<file path="config.mk">
export PLATFORM = sky130hd
export DESIGN_NAME = rpn_evaluator_flat
export DESIGN_NICKNAME = d
export VERILOG_FILES = /design/src/rtl/rpn_evaluator_if.sv /design/src/rtl/rpn_evaluator.sv /design/src/flat_wrapper.sv
export SDC_FILE = /design/constraint.sdc
export NUM_CORES = 2
export LEC_CHECK = 0
export BUFFER_PORTS_ARGS = -buffer_cell sky130_fd_sc_hd__buf_2
export CAP_MARGIN = 0
export CORE_ASPECT_RATIO = 0.7
export CORE_UTILIZATION = 55
export CTS_BUF_LIST = sky130_fd_sc_hd__clkbuf_4 sky130_fd_sc_hd__clkbuf_8
export CTS_CLUSTER_DIAMETER = 200
export CTS_CLUSTER_SIZE = 12
export DETAILED_ROUTE_END_ITERATION = 10
export GPL_TIMING_DRIVEN = 0
export PLACE_DENSITY = 0.69
export SYNTH_ARGS = -nofsm -noshare
export SYNTH_HDL_FRONTEND = slang
export SYNTH_SLANG_ARGS = --single-unit
export TNS_END_PERCENT = 20
</file>
<file path="constraint.sdc">
create_clock -name clk -period 16.37 [get_ports clk]
set_input_delay 3.274 -clock clk [delete_from_list [all_inputs] [get_ports clk]]
set_output_delay 3.274 -clock clk [all_outputs]
set_load 0.02 [all_outputs]
</file>
<file path="src/rtl/rpn_evaluator_if.sv">
`default_nettype none
// ============================================================================
// Module      : rpn_evaluator_if
// Description : Start/result handshake and token-read port bundle for the
//               RPN expression evaluator.
// Revision    : 1.0 - initial release
// ============================================================================
interface rpn_evaluator_if #(
    parameter int NUMBER_WIDTH = 16,
    parameter int INDEX_WIDTH  = 6
);
    logic                    start;
    logic                    ready;
    logic [NUMBER_WIDTH-1:0] x;
    logic [INDEX_WIDTH-1:0]  token_count;
    logic                    token_rd_en;
    logic [INDEX_WIDTH-1:0]  token_index;
    logic [NUMBER_WIDTH:0]   token_data;
    logic                    token_valid;
    logic [NUMBER_WIDTH-1:0] result;
    logic                    result_valid;
    logic                    error;

    modport master (
        output start, x, token_count, token_data, token_valid,
        input  ready, token_rd_en, token_index, result, result_valid, error
    );

    modport slave (
        input  start, x, token_count, token_data, token_valid,
        output ready, token_rd_en, token_index, result, result_valid, error
    );
endinterface
`default_nettype wire

</file>
<file path="src/rtl/rpn_evaluator.sv">
`default_nettype none
// ============================================================================
// Module      : rpn_evaluator
// Description : Fixed-point reverse-polish evaluator with a value stack,
//               iterative divider and repeated-multiply power unit.
// Revision    : 1.0 - initial release
// ============================================================================
module rpn_evaluator #(
    parameter int INTEGER_PART_WIDTH    = 8,
    parameter int FRACTIONAL_PART_WIDTH = 8,
    parameter int TOKEN_QUEUE_SIZE      = 64,
    parameter int STACK_SIZE            = 16
) (
    input  wire logic      clk,
    input  wire logic      rst,
    rpn_evaluator_if.slave bus
);
    localparam int NUMBER_WIDTH  = INTEGER_PART_WIDTH + FRACTIONAL_PART_WIDTH;
    localparam int INDEX_WIDTH   = $clog2(TOKEN_QUEUE_SIZE);
    localparam int SP_WIDTH      = $clog2(STACK_SIZE);
    localparam int DEPTH_WIDTH   = $clog2(STACK_SIZE + 1);
    localparam int DIV_WIDTH     = NUMBER_WIDTH + FRACTIONAL_PART_WIDTH;
    localparam int DIV_CNT_WIDTH = $clog2(DIV_WIDTH + 1);

    localparam logic [2:0] c_op_plus = 3'd0;
    localparam logic [2:0] c_op_sub  = 3'd1;
    localparam logic [2:0] c_op_mul  = 3'd2;
    localparam logic [2:0] c_op_div  = 3'd3;
    localparam logic [2:0] c_op_pow  = 3'd4;
    localparam logic [2:0] c_op_var  = 3'd6;
    localparam logic [NUMBER_WIDTH-1:0] c_fixed_one = NUMBER_WIDTH'(1) << FRACTIONAL_PART_WIDTH;

    typedef enum logic [2:0] {
        S_IDLE       = 3'd0,
        S_FETCH      = 3'd1,
        S_WAIT_TOKEN = 3'd2,
        S_EXEC       = 3'd3,
        S_DIVIDE     = 3'd4,
        S_POWER      = 3'd5,
        S_DONE       = 3'd6
    } state_t;

    state_t r_state, w_next_state;

    logic        [NUMBER_WIDTH-1:0]       r_x;
    logic        [INDEX_WIDTH-1:0]        r_token_count;
    logic        [INDEX_WIDTH-1:0]        r_index;
    logic        [NUMBER_WIDTH:0]         r_token;
    logic        [DEPTH_WIDTH-1:0]        r_depth;
    logic signed [NUMBER_WIDTH-1:0]       r_stack [STACK_SIZE];
    logic        [NUMBER_WIDTH-1:0]       r_result;
    logic                                 r_result_valid;
    logic                                 r_error;
    logic        [DIV_WIDTH-1:0]          r_div_quot;
    logic        [NUMBER_WIDTH-1:0]       r_div_rem;
    logic        [NUMBER_WIDTH-1:0]       r_divisor;
    logic                                 r_div_neg;
    logic        [DIV_CNT_WIDTH-1:0]      r_div_cnt;
    logic        [NUMBER_WIDTH-1:0]       r_pow_acc;
    logic        [NUMBER_WIDTH-1:0]       r_pow_base;
    logic        [INTEGER_PART_WIDTH-1:0] r_pow_cnt;

    logic                           w_ready, w_rd_en, w_op_done, w_exec_error, w_last;
    logic                           w_is_op, w_has_two, w_full, w_push, w_rem_ge;
    logic        [2:0]              w_opcode;
    logic signed [NUMBER_WIDTH-1:0] w_top, w_second;
    logic        [NUMBER_WIDTH-1:0] w_abs_a, w_abs_b, w_alu, w_push_val, w_div_result;
    logic        [NUMBER_WIDTH:0]   w_rem_shift;
    logic        [NUMBER_WIDTH-1:0] w_rem_next;
    logic        [DIV_WIDTH-1:0]    w_quot_next, w_quot_signed;

    // Q-format multiply: full signed product, drop the extra fraction bits, keep the low word.
    function automatic logic [NUMBER_WIDTH-1:0] fx_mul(input logic signed [NUMBER_WIDTH-1:0] a,
                                                       input logic signed [NUMBER_WIDTH-1:0] b);
        logic signed [2*NUMBER_WIDTH-1:0] p;
        p = a * b;
        return p[FRACTIONAL_PART_WIDTH +: NUMBER_WIDTH];
    endfunction

    assign w_is_op    = r_token[NUMBER_WIDTH];
    assign w_opcode   = r_token[2:0];
    assign w_top      = r_stack[SP_WIDTH'(r_depth - DEPTH_WIDTH'(1))];
    assign w_second   = r_stack[SP_WIDTH'(r_depth - DEPTH_WIDTH'(2))];
    assign w_has_two  = r_depth >= DEPTH_WIDTH'(2);
    assign w_full     = r_depth == DEPTH_WIDTH'(STACK_SIZE);
    assign w_last     = (r_index + INDEX_WIDTH'(1)) == r_token_count;
    assign w_push     = !w_is_op || (w_opcode == c_op_var);
    assign w_push_val = w_is_op ? r_x : r_token[NUMBER_WIDTH-1:0];
    assign w_abs_a    = w_second[NUMBER_WIDTH-1] ? -w_second : w_second;
    assign w_abs_b    = w_top[NUMBER_WIDTH-1] ? -w_top : w_top;

    always_comb begin
        w_alu = '0;
        case (w_opcode)
            c_op_plus: w_alu = w_second + w_top;
            c_op_sub:  w_alu = w_second - w_top;
            c_op_mul:  w_alu = fx_mul(w_second, w_top);
            default:   w_alu = '0;
        endcase
    end

    // One restoring-division step; the dividend register shifts the quotient in from the right.
    assign w_rem_shift   = {r_div_rem, r_div_quot[DIV_WIDTH-1]};
    assign w_rem_ge      = w_rem_shift >= {1'b0, r_divisor};
    assign w_rem_next    = w_rem_ge ? NUMBER_WIDTH'(w_rem_shift - {1'b0, r_divisor})
                                    : w_rem_shift[NUMBER_WIDTH-1:0];
    assign w_quot_next   = {r_div_quot[DIV_WIDTH-2:0], w_rem_ge};
    assign w_quot_signed = r_div_neg ? -w_quot_next : w_quot_next;
    assign w_div_result  = w_quot_signed[NUMBER_WIDTH-1:0];

    always_comb begin
        w_exec_error = 1'b0;
        if (!w_is_op) begin
            w_exec_error = w_full;
        end else begin
            case (w_opcode)
                c_op_plus, c_op_sub, c_op_mul: w_exec_error = !w_has_two;
                c_op_div: w_exec_error = !w_has_two || (w_top == '0);
                c_op_pow: w_exec_error = !w_has_two || w_top[NUMBER_WIDTH-1];
                c_op_var: w_exec_error = w_full;
                default:  w_exec_error = 1'b1;
            endcase
        end
    end

    always_ff @(posedge clk) begin
        if (rst) r_state <= S_IDLE;
        else     r_state <= w_next_state;
    end

    always_comb begin
        w_next_state = r_state;
        w_op_done    = 1'b0;
        w_ready      = (r_state == S_IDLE);
        w_rd_en      = (r_state == S_FETCH);
        case (r_state)
            S_IDLE:       if (bus.start) w_next_state = (bus.token_count == '0) ? S_DONE : S_FETCH;
            S_FETCH:      w_next_state = S_WAIT_TOKEN;
            S_WAIT_TOKEN: if (bus.token_valid) w_next_state = S_EXEC;
            S_EXEC: begin
                if (w_exec_error)                             w_next_state = S_DONE;
                else if (w_is_op && (w_opcode == c_op_div))   w_next_state = S_DIVIDE;
                else if (w_is_op && (w_opcode == c_op_pow))   w_next_state = S_POWER;
                else                                          w_op_done    = 1'b1;
            end
            S_DIVIDE:     if (r_div_cnt == DIV_CNT_WIDTH'(1)) w_op_done = 1'b1;
            S_POWER:      if (r_pow_cnt == '0) w_op_done = 1'b1;
            S_DONE:       w_next_state = S_IDLE;
            default:      w_next_state = S_IDLE;
        endcase
        if (w_op_done) w_next_state = w_last ? S_DONE : S_FETCH;
    end

    always_ff @(posedge clk) begin
        if (rst) begin
            r_x            <= '0;
            r_token_count  <= '0;
            r_index        <= '0;
            r_token        <= '0;
            r_depth        <= '0;
            r_result       <= '0;
            r_result_valid <= 1'b0;
            r_error        <= 1'b0;
            r_div_quot     <= '0;
            r_div_rem      <= '0;
            r_divisor      <= '0;
            r_div_neg      <= 1'b0;
            r_div_cnt      <= '0;
            r_pow_acc      <= '0;
            r_pow_base     <= '0;
            r_pow_cnt      <= '0;
        end else begin
            r_result_valid <= 1'b0;
            case (r_state)
                S_IDLE: if (bus.start) begin
                    r_x           <= bus.x;
                    r_token_count <= bus.token_count;
                    r_index       <= '0;
                    r_depth       <= '0;
                    r_result      <= '0;
                    r_error       <= (bus.token_count == '0);
                end
                S_WAIT_TOKEN: if (bus.token_valid) r_token <= bus.token_data;
                S_EXEC: begin
                    if (w_exec_error) begin
                        r_error <= 1'b1;
                    end else if (w_push) begin
                        r_depth <= r_depth + DEPTH_WIDTH'(1);
                    end else if (w_opcode == c_op_div) begin
                        r_div_quot <= {w_abs_a, FRACTIONAL_PART_WIDTH'(0)};
                        r_div_rem  <= '0;
                        r_divisor  <= w_abs_b;
                        r_div_neg  <= w_second[NUMBER_WIDTH-1] ^ w_top[NUMBER_WIDTH-1];
                        r_div_cnt  <= DIV_CNT_WIDTH'(DIV_WIDTH);
                    end else if (w_opcode == c_op_pow) begin
                        r_pow_acc  <= c_fixed_one;
                        r_pow_base <= w_second;
                        r_pow_cnt  <= w_top[NUMBER_WIDTH-1:FRACTIONAL_PART_WIDTH];
                    end else begin
                        r_depth <= r_depth - DEPTH_WIDTH'(1);
                    end
                end
                S_DIVIDE: begin
                    r_div_quot <= w_quot_next;
                    r_div_rem  <= w_rem_next;
                    r_div_cnt  <= r_div_cnt - DIV_CNT_WIDTH'(1);
                    if (w_op_done) r_depth <= r_depth - DEPTH_WIDTH'(1);
                end
                S_POWER: begin
                    if (w_op_done) begin
                        r_depth <= r_depth - DEPTH_WIDTH'(1);
                    end else begin
                        r_pow_acc <= fx_mul(r_pow_acc, r_pow_base);
                        r_pow_cnt <= r_pow_cnt - INTEGER_PART_WIDTH'(1);
                    end
                end
                S_DONE: begin
                    r_result_valid <= 1'b1;
                    if (!r_error) begin
                        if (r_depth == DEPTH_WIDTH'(1)) r_result <= w_top;
                        else                            r_error  <= 1'b1;
                    end
                end
                default: ;
            endcase
            if (w_op_done) r_index <= r_index + INDEX_WIDTH'(1);
        end
    end

    // Stack storage carries no reset; depth alone defines which entries are live.
    always_ff @(posedge clk) begin
        if (r_state == S_EXEC && !w_exec_error) begin
            if (w_push)
                r_stack[SP_WIDTH'(r_depth)] <= w_push_val;
            else if (w_opcode != c_op_div && w_opcode != c_op_pow)
                r_stack[SP_WIDTH'(r_depth - DEPTH_WIDTH'(2))] <= w_alu;
        end else if (r_state == S_DIVIDE && w_op_done) begin
            r_stack[SP_WIDTH'(r_depth - DEPTH_WIDTH'(2))] <= w_div_result;
        end else if (r_state == S_POWER && w_op_done) begin
            r_stack[SP_WIDTH'(r_depth - DEPTH_WIDTH'(2))] <= r_pow_acc;
        end
    end

    assign bus.ready        = w_ready;
    assign bus.token_rd_en  = w_rd_en;
    assign bus.token_index  = r_index;
    assign bus.result       = r_result;
    assign bus.result_valid = r_result_valid;
    assign bus.error        = r_error;
endmodule
`default_nettype wire

</file>
<file path="src/flat_wrapper.sv">
// flat-port wrapper written by rule: the top's interface ports become plain ports
module rpn_evaluator_flat 
#(
    parameter int INTEGER_PART_WIDTH    = 8,
    parameter int FRACTIONAL_PART_WIDTH = 8,
    parameter int TOKEN_QUEUE_SIZE      = 64,
    parameter int STACK_SIZE            = 16
)
  (clk, rst, bus_start, bus_x, bus_token_count, bus_token_data, bus_token_valid, bus_ready, bus_token_rd_en, bus_token_index, bus_result, bus_result_valid, bus_error);
  rpn_evaluator_if #(.NUMBER_WIDTH(16), .INDEX_WIDTH(6)) bus_i ();
  input  wire logic clk;
  input  wire logic rst;
  input wire logic [$bits(bus_i.start)-1:0] bus_start;
  input wire logic [$bits(bus_i.x)-1:0] bus_x;
  input wire logic [$bits(bus_i.token_count)-1:0] bus_token_count;
  input wire logic [$bits(bus_i.token_data)-1:0] bus_token_data;
  input wire logic [$bits(bus_i.token_valid)-1:0] bus_token_valid;
  output wire logic [$bits(bus_i.ready)-1:0] bus_ready;
  output wire logic [$bits(bus_i.token_rd_en)-1:0] bus_token_rd_en;
  output wire logic [$bits(bus_i.token_index)-1:0] bus_token_index;
  output wire logic [$bits(bus_i.result)-1:0] bus_result;
  output wire logic [$bits(bus_i.result_valid)-1:0] bus_result_valid;
  output wire logic [$bits(bus_i.error)-1:0] bus_error;
  assign bus_i.start = bus_start;
  assign bus_i.x = bus_x;
  assign bus_i.token_count = bus_token_count;
  assign bus_i.token_data = bus_token_data;
  assign bus_i.token_valid = bus_token_valid;
  assign bus_ready = bus_i.ready;
  assign bus_token_rd_en = bus_i.token_rd_en;
  assign bus_token_index = bus_i.token_index;
  assign bus_result = bus_i.result;
  assign bus_result_valid = bus_i.result_valid;
  assign bus_error = bus_i.error;
  rpn_evaluator #(.INTEGER_PART_WIDTH(INTEGER_PART_WIDTH), .FRACTIONAL_PART_WIDTH(FRACTIONAL_PART_WIDTH), .TOKEN_QUEUE_SIZE(TOKEN_QUEUE_SIZE), .STACK_SIZE(STACK_SIZE)) u_core (.clk(clk), .rst(rst), .bus(bus_i));
endmodule
</file>
### Word level (Yosys, flattened, before mapping)

Memory sizes are Yosys's and may differ from the RTL's.
Cells that the tools add are included.

| storage, ports and cells | value |
|---|---|
| input bits | 43 |
| logic and storage cells | 197 |
| output and inout bits | 26 |
| flip-flop bits (word level) | 173 |
| memories | 1 |
| memory bits (writable) | 256 |

| operators by class | value |
|---|---|
| order comparisons | 2 |
| multiplexer cells | 86 |
| $add $sub $neg | 12 |
| bitwise gates (word level) | 6 |
| multiply operators | 2 |
| equal/unequal tests | 33 |
| reductions and logical operators | 38 |

Memory list:

| name | depth | bits a word | read ports | clocked after Yosys merged registers in | wr ports | RTL line | text |
|---|---|---|---|---|---|---|---|
| u_core.r_stack | 16 | 16 | 2 | 0 | 1 | rpn_evaluator.sv:50 | `logic signed [NUMBER_WIDTH-1:0] r_stack [STACK_SIZE];` |

Operators with widths:

| operator | count |
|---|---|
| $mux 16 | 19 |
| $pmux 16 s2 | 3 |
| $mux 24 | 3 |
| $mul 16x16->24 | 2 |
| $neg 16->16 | 3 |
| $pmux 16 s3 | 1 |
| $pmux 24 s2 | 1 |
| $mux 5 | 9 |
| $mux 8 | 5 |
| $sub 16x16->16 | 2 |
| $mux 1 | 26 |
| $mux 3 | 8 |
| $mux 6 | 3 |
| $ge 17x16->1 | 1 |
| $add 16x16->16 | 1 |
| $logic_not 16->1 | 1 |
| $pmux 8 s2 | 1 |
| $reduce_and 4->1 | 4 |
| $reduce_or 16->1 | 1 |
| $eq 3x3->1 const B | 5 |
| $ne 3x2->1 const B | 5 |
| $pmux 3 s5 | 1 |
| $pmux 5 s3 | 1 |
| $eq 3x2->1 const B | 4 |
| other kinds (35) | 69 |

### Logic depth before layout (Yosys ltp)

An unclocked memory read counts as a cell.

| depth | value |
|---|---|
| word-level depth | 16 |
| gate-level depth with buffers | 39 |
| gate-level depth less buffers | 32 |

### Least setup slack after synthesis

OpenSTA, ideal clock, no wires.

| timing path | value |
|---|---|
| path type | register to register |
| start | register u_core.r_depth[1] |
| end | memory u_core.r_stack[0][15] (data pin) |
| period minus slack after synthesis | 9414 ps |
| stages on the path, launching flop included | 40 |
| slack | 6956 ps |
| buffers on the path | 9 |
| data required time | 16093 ps |
| arrival | 9137 ps |
| library setup time | 277 ps |
| cell sequence | dfxtp_1 -> buf_4 -> buf_2 -> buf_2 -> buf_2 -> inv_1 -> ha_1 -> buf_6 -> buf_4 -> buf_2 -> mux4_2 -> nand2_1 -> and3_1 -> a21oi_1 -> clkbuf_1 -> clkbuf_1 -> nand2_1 -> fa_1 -> (+4 left out) -> fa_1 -> inv_1 -> fa_1 -> inv_1 -> fa_1 -> inv_1 -> ha_1 -> a21o_1 -> a21o_1 -> a21o_1 -> a21o_1 -> a311oi_2 -> o31ai_2 -> a2111oi_0 -> nor3_1 -> xnor2_1 -> a221oi_1 -> nor2_1 |

| on the way | value |
|---|---|
| cells in the longest elaborated chain, start to end | 16 |
| elaborated cells on any way between the ends | 36 |
| those cells by class | 4 x add/sub; 1 x mul; 1 x order compare; 1 x eq/ne; 17 x mux; 2 x bitwise; 9 x reduce/logical; 1 x memory |

RTL lines:

| item | RTL line | text |
|---|---|---|
| start, declared | rpn_evaluator.sv:49 | `logic [DEPTH_WIDTH-1:0] r_depth;` |
| start signal, assigned | rpn_evaluator.sv:188 | `r_depth <= r_depth + DEPTH_WIDTH'(1);` |
| start signal, assigned | rpn_evaluator.sv:200 | `r_depth <= r_depth - DEPTH_WIDTH'(1);` |
| start signal, assigned | rpn_evaluator.sv:207 | `if (w_op_done) r_depth <= r_depth - DEPTH_WIDTH'(1);` |
| branches (longest 15 deep; another with $mul 16x16->24) | -- |  |
| $mux 16 (no line) (*) | -- |  |
| end, declared | rpn_evaluator.sv:50 |  |

Every way passes the cells marked *.

### Worst setup path after layout

| timing path | value |
|---|---|
| start | register u_core.r_depth[1] |
| end | memory u_core.r_stack[1][15] (data pin) |

Same word-level chain as after synthesis.

==> flow_results.xml <==
<?xml version="1.0" encoding="UTF-8"?>
<metrics>
  <group name="global_route">
    <metric name="grt_pass1_vias" unit="">28100</metric>
    <metric name="wire_length_of_the_first_global_routing_pass" unit="mm">182</metric>
    <metric name="maximum_number_of_pins_on_one_net_before_global_route_repair" unit="">17</metric>
    <metric name="globalRouteOverflowTotal" unit="">0</metric>
    <metric name="overall_track_demand_over_capacity_in_global_routing" unit="">0.360</metric>
    <metric name="antenna_found_initial" unit="">6</metric>
  </group>
  <group name="logic_synthesis">
    <metric name="synth_simple_gate_area_frac" unit="">0.134</metric>
    <metric name="synth_compound_area_frac" unit="">0.0841</metric>
    <metric name="dominant_combinational_cell_family_by_area_after_synthesis" unit="">adder cells</metric>
    <metric name="postSynthCellCount" unit="">3719</metric>
    <metric name="edff_count_synth" unit="">256</metric>
    <metric name="synth.net_count" unit="">4323</metric>
    <metric name="synth_mux_area_frac" unit="">0.102</metric>
    <metric name="post_synthesis_area_per_instance" unit="sq um">10.1</metric>
    <metric name="async_reset_ff_frac" unit="">0</metric>
    <metric name="synth_seq_cells" unit="">429</metric>
    <metric name="synth-seq-area-share" unit="">0.298</metric>
    <metric name="syn_area" unit="sq mm">0.0374</metric>
    <metric name="synth_fa_ha_area_frac" unit="">0.263</metric>
    <metric name="post_synth_xor_area_fraction" unit="">0.0402</metric>
    <metric name="count_of_different_cell_masters_after_synthesis" unit="">88</metric>
    <metric name="postSynth.topFlopCell" unit="">sky130_fd_sc_hd__edfxtp_1</metric>
    <metric name="yosys_warnings" unit="">0</metric>
  </group>
  <group name="clock_network">
    <metric name="clk_root_buf" unit="">sky130_fd_sc_hd__clkbuf_8</metric>
    <metric name="cells_resized_by_post_cts_repair" unit="">0</metric>
    <metric name="tritoncts_num_sinks" unit="">429</metric>
    <metric name="htreeDepth" unit="">2</metric>
    <metric name="clk_pin_slew_worst_paths" unit="ns">0.10</metric>
    <metric name="cts_tree" unit="">yes</metric>
    <metric name="clk_path_buf_depth" unit="">3</metric>
    <metric name="post_cts_buffers" unit="">0</metric>
    <metric name="cts_made_buffers" unit="">41</metric>
    <metric name="cts.hold.buffers_added" unit="">0</metric>
    <metric name="worstSkewPairLatency" unit="ns">0.70</metric>
  </group>
  <group name="cells_and_area">
    <metric name="area_growth" unit="%">7.05</metric>
    <metric name="final_util" unit="">0.599</metric>
    <metric name="most_frequent_standard_cell_in_the_layout_excluding_fill_and_tap_cells" unit="">sky130_fd_sc_hd__inv_1</metric>
    <metric name="drive_gt1_frac" unit="">0.108</metric>
    <metric name="finalNetCount" unit="">4455</metric>
    <metric name="stdcell_area" unit="sq mm">0.0400</metric>
    <metric name="n_fill_cell" unit="">5710</metric>
    <metric name="most-common-layout-cells" unit="">sky130_fd_sc_hd__inv_1, sky130_fd_sc_hd__nand2_1, sky130_fd_sc_hd__fa_1</metric>
  </group>
  <group name="drt">
    <metric name="wire_per_inst" unit="microns">25.6</metric>
    <metric name="wl_met3" unit="mm">18.4</metric>
    <metric name="initialDrtViolationCount" unit="">4325</metric>
    <metric name="drc_violations" unit="">0</metric>
    <metric name="met1_length" unit="mm">52.8</metric>
    <metric name="finalWirelength" unit="mm">122</metric>
    <metric name="route.detailed.vias_per_inst" unit="">6.13</metric>
    <metric name="route.met2.wl" unit="mm">47.6</metric>
    <metric name="drtAntennaViolNets" unit="">0</metric>
    <metric name="routed-via-count" unit="">29200</metric>
    <metric name="top_layer" unit="">met5</metric>
    <metric name="drtPass1Iterations" unit="">6</metric>
  </group>
  <group name="setup_path">
    <metric name="crit_path_frequent_cell" unit="">sky130_fd_sc_hd__xnor2_1</metric>
    <metric name="worst-endpoint-required" unit="ns">16.68</metric>
    <metric name="startpoint_type" unit="">register</metric>
    <metric name="critPathMaxStageDelay" unit="ns">0.94</metric>
    <metric name="largest_fanout_on_the_critical_path" unit="">16</metric>
    <metric name="critPathSlowestCell" unit="">sky130_fd_sc_hd__clkbuf_1</metric>
    <metric name="worst_ep_arrival_time" unit="ns">13.76</metric>
    <metric name="nature_of_the_critical_path_endpoint" unit="">register</metric>
    <metric name="timing_worst_setup_path_type" unit="">reg2reg</metric>
  </group>
  <group name="worst_hold_path">
    <metric name="hold_path_class" unit="">reg2reg</metric>
  </group>
  <group name="sta">
    <metric name="rsz0062_at_grt" unit="">false</metric>
    <metric name="final_min_period_over_clock_period" unit="">0.822</metric>
    <metric name="hold_viol_final" unit="">0</metric>
    <metric name="finalWorstPathRequiredPeriod" unit="ns">13.45</metric>
    <metric name="max_clock_freq" unit="MHz">74.4</metric>
    <metric name="tightestPinTransition" unit="ns">1.36</metric>
    <metric name="maxSlewViolCount" unit="">0</metric>
    <metric name="whs" unit="ns">0.456</metric>
    <metric name="final-setup-viol-count" unit="">0</metric>
    <metric name="worst_slew_margin" unit="">0.0826</metric>
    <metric name="setup-tns-final" unit="ns">0</metric>
    <metric name="timing.clock.skew" unit="ns">0.0710</metric>
  </group>
  <group name="placement">
    <metric name="detailed_place.area" unit="sq mm">0.0392</metric>
    <metric name="hpwl" unit="mm">96.2</metric>
    <metric name="port_buffers" unit="">68</metric>
    <metric name="gp_routability_congestion" unit="">1.05</metric>
  </group>
  <group name="die">
    <metric name="die_x" unit="microns">314</metric>
    <metric name="core_outline_area" unit="sq mm">0.0668</metric>
    <metric name="fp.dieH" unit="microns">220</metric>
    <metric name="initial_utilization" unit="">0.560</metric>
    <metric name="top_level_port_count" unit="">69</metric>
    <metric name="die-area" unit="sq mm">0.0690</metric>
    <metric name="row_count" unit="">79</metric>
  </group>
  <group name="job">
    <metric name="maxCapViolCount" unit="">0</metric>
  </group>
  <group name="outcome">
    <metric name="status" unit="">completed</metric>
  </group>
</metrics>
## metrics by stage
step | setup WS [ns] | cells
after floorplan | 6.96 | 3719
after global placement | 3.16 | 4678
after detailed placement | 3.48 | 4699
after CTS | 3.42 | 4766
after global routing | 2.60 | 4766
final | 2.92 | 4767
## final timing paths
path | startpoint | endpoint | slack [ns] | cells after the start
worst max-delay path | u_core.r_depth[1] | u_core.r_stack[1][15] | 2.92 | 29
worst min-delay path | u_core.r_token[13] | u_core.r_token[13] | 0.46 | 2
worst max register to register | u_core.r_depth[1] | u_core.r_stack[1][15] | 2.92 | 29
worst min register to register | u_core.r_token[13] | u_core.r_token[13] | 0.46 | 2
## cell type report
cell class	instances	area, sq um	area share
diodes	1	2.50	0.0000625
plain buffers	216	981	0.0245
clock buffers	63	729	0.0182
clock inverters	4	48.8	0.00122
inverters	525	1970	0.0492
multi-input cells	2549	23400	0.584
flip-flops and latches	429	11200	0.279
well taps	891	1110	0.0279
repair buffers	89	644	0.0161
## sequential cells by signal, indices dropped and copies added (netlist names), 3 cells and up
register	cells
u_core.bus.result	16
u_core.r_depth	5
u_core.r_divisor	16
u_core.r_pow_base	16
u_core.r_div_cnt	5
u_core.r_token_count	6
u_core.r_token	17
u_core.r_pow_acc	16
u_core.r_state	3
u_core.r_stack	256
u_core.r_x	16
u_core.bus.token_index	6
u_core.r_div_rem	16
u_core.r_pow_cnt	8
u_core.r_div_quot	24
## synthesized netlist by cell type (59+ instances only)
master	count	share of area
sky130_fd_sc_hd__dfxtp_1	173	0.093
sky130_fd_sc_hd__a21oi_1	187	0.025
sky130_fd_sc_hd__ha_1	187	0.063
sky130_fd_sc_hd__mux2i_1	59	0.016
sky130_fd_sc_hd__clkbuf_1	148	0.015
sky130_fd_sc_hd__mux4_2	131	0.079
sky130_fd_sc_hd__nand2_1	437	0.044
sky130_fd_sc_hd__and2_1	117	0.020
sky130_fd_sc_hd__nor2_1	336	0.034
sky130_fd_sc_hd__fa_1	374	0.20
sky130_fd_sc_hd__o21ai_0	66	0.0088
sky130_fd_sc_hd__inv_1	518	0.052
sky130_fd_sc_hd__xnor2_1	124	0.029
sky130_fd_sc_hd__edfxtp_1	256	0.21
## kinds of logic after synthesis
group / Yosys count
AND/OR/NAND/NOR: 1114
buffers and inverters: 741
XOR/XNOR: 166
multiplexers: 213
adder cells (fa/ha/maj): 561
AO/OA/AOI/OAI: 495
flip-flops: 429
## layer usage
layer | vias up | GRT usage
met5 | - | 0
met4 | 6 | 0.0937
met3 | 232 | 0.120
met2 | 1960 | 0.479
met1 | 14400 | 0.554
li1 | 12600 | -
## critical path: cells and delay by family, from the launching register on
family                     cells  cell delay, ns
buffers and inverters          9            4.44
adders and majority gates      7            3.71
xor gates and xnor gates       8            2.06
and+or+nand+nor                3            1.45
AOI/OAI and AO/OA              2            0.74
DFF                            1            0.59
Power is left out: the tool's default activity adds up to more than one toggle a clock period on the data nets, which glitch-free logic cannot reach.
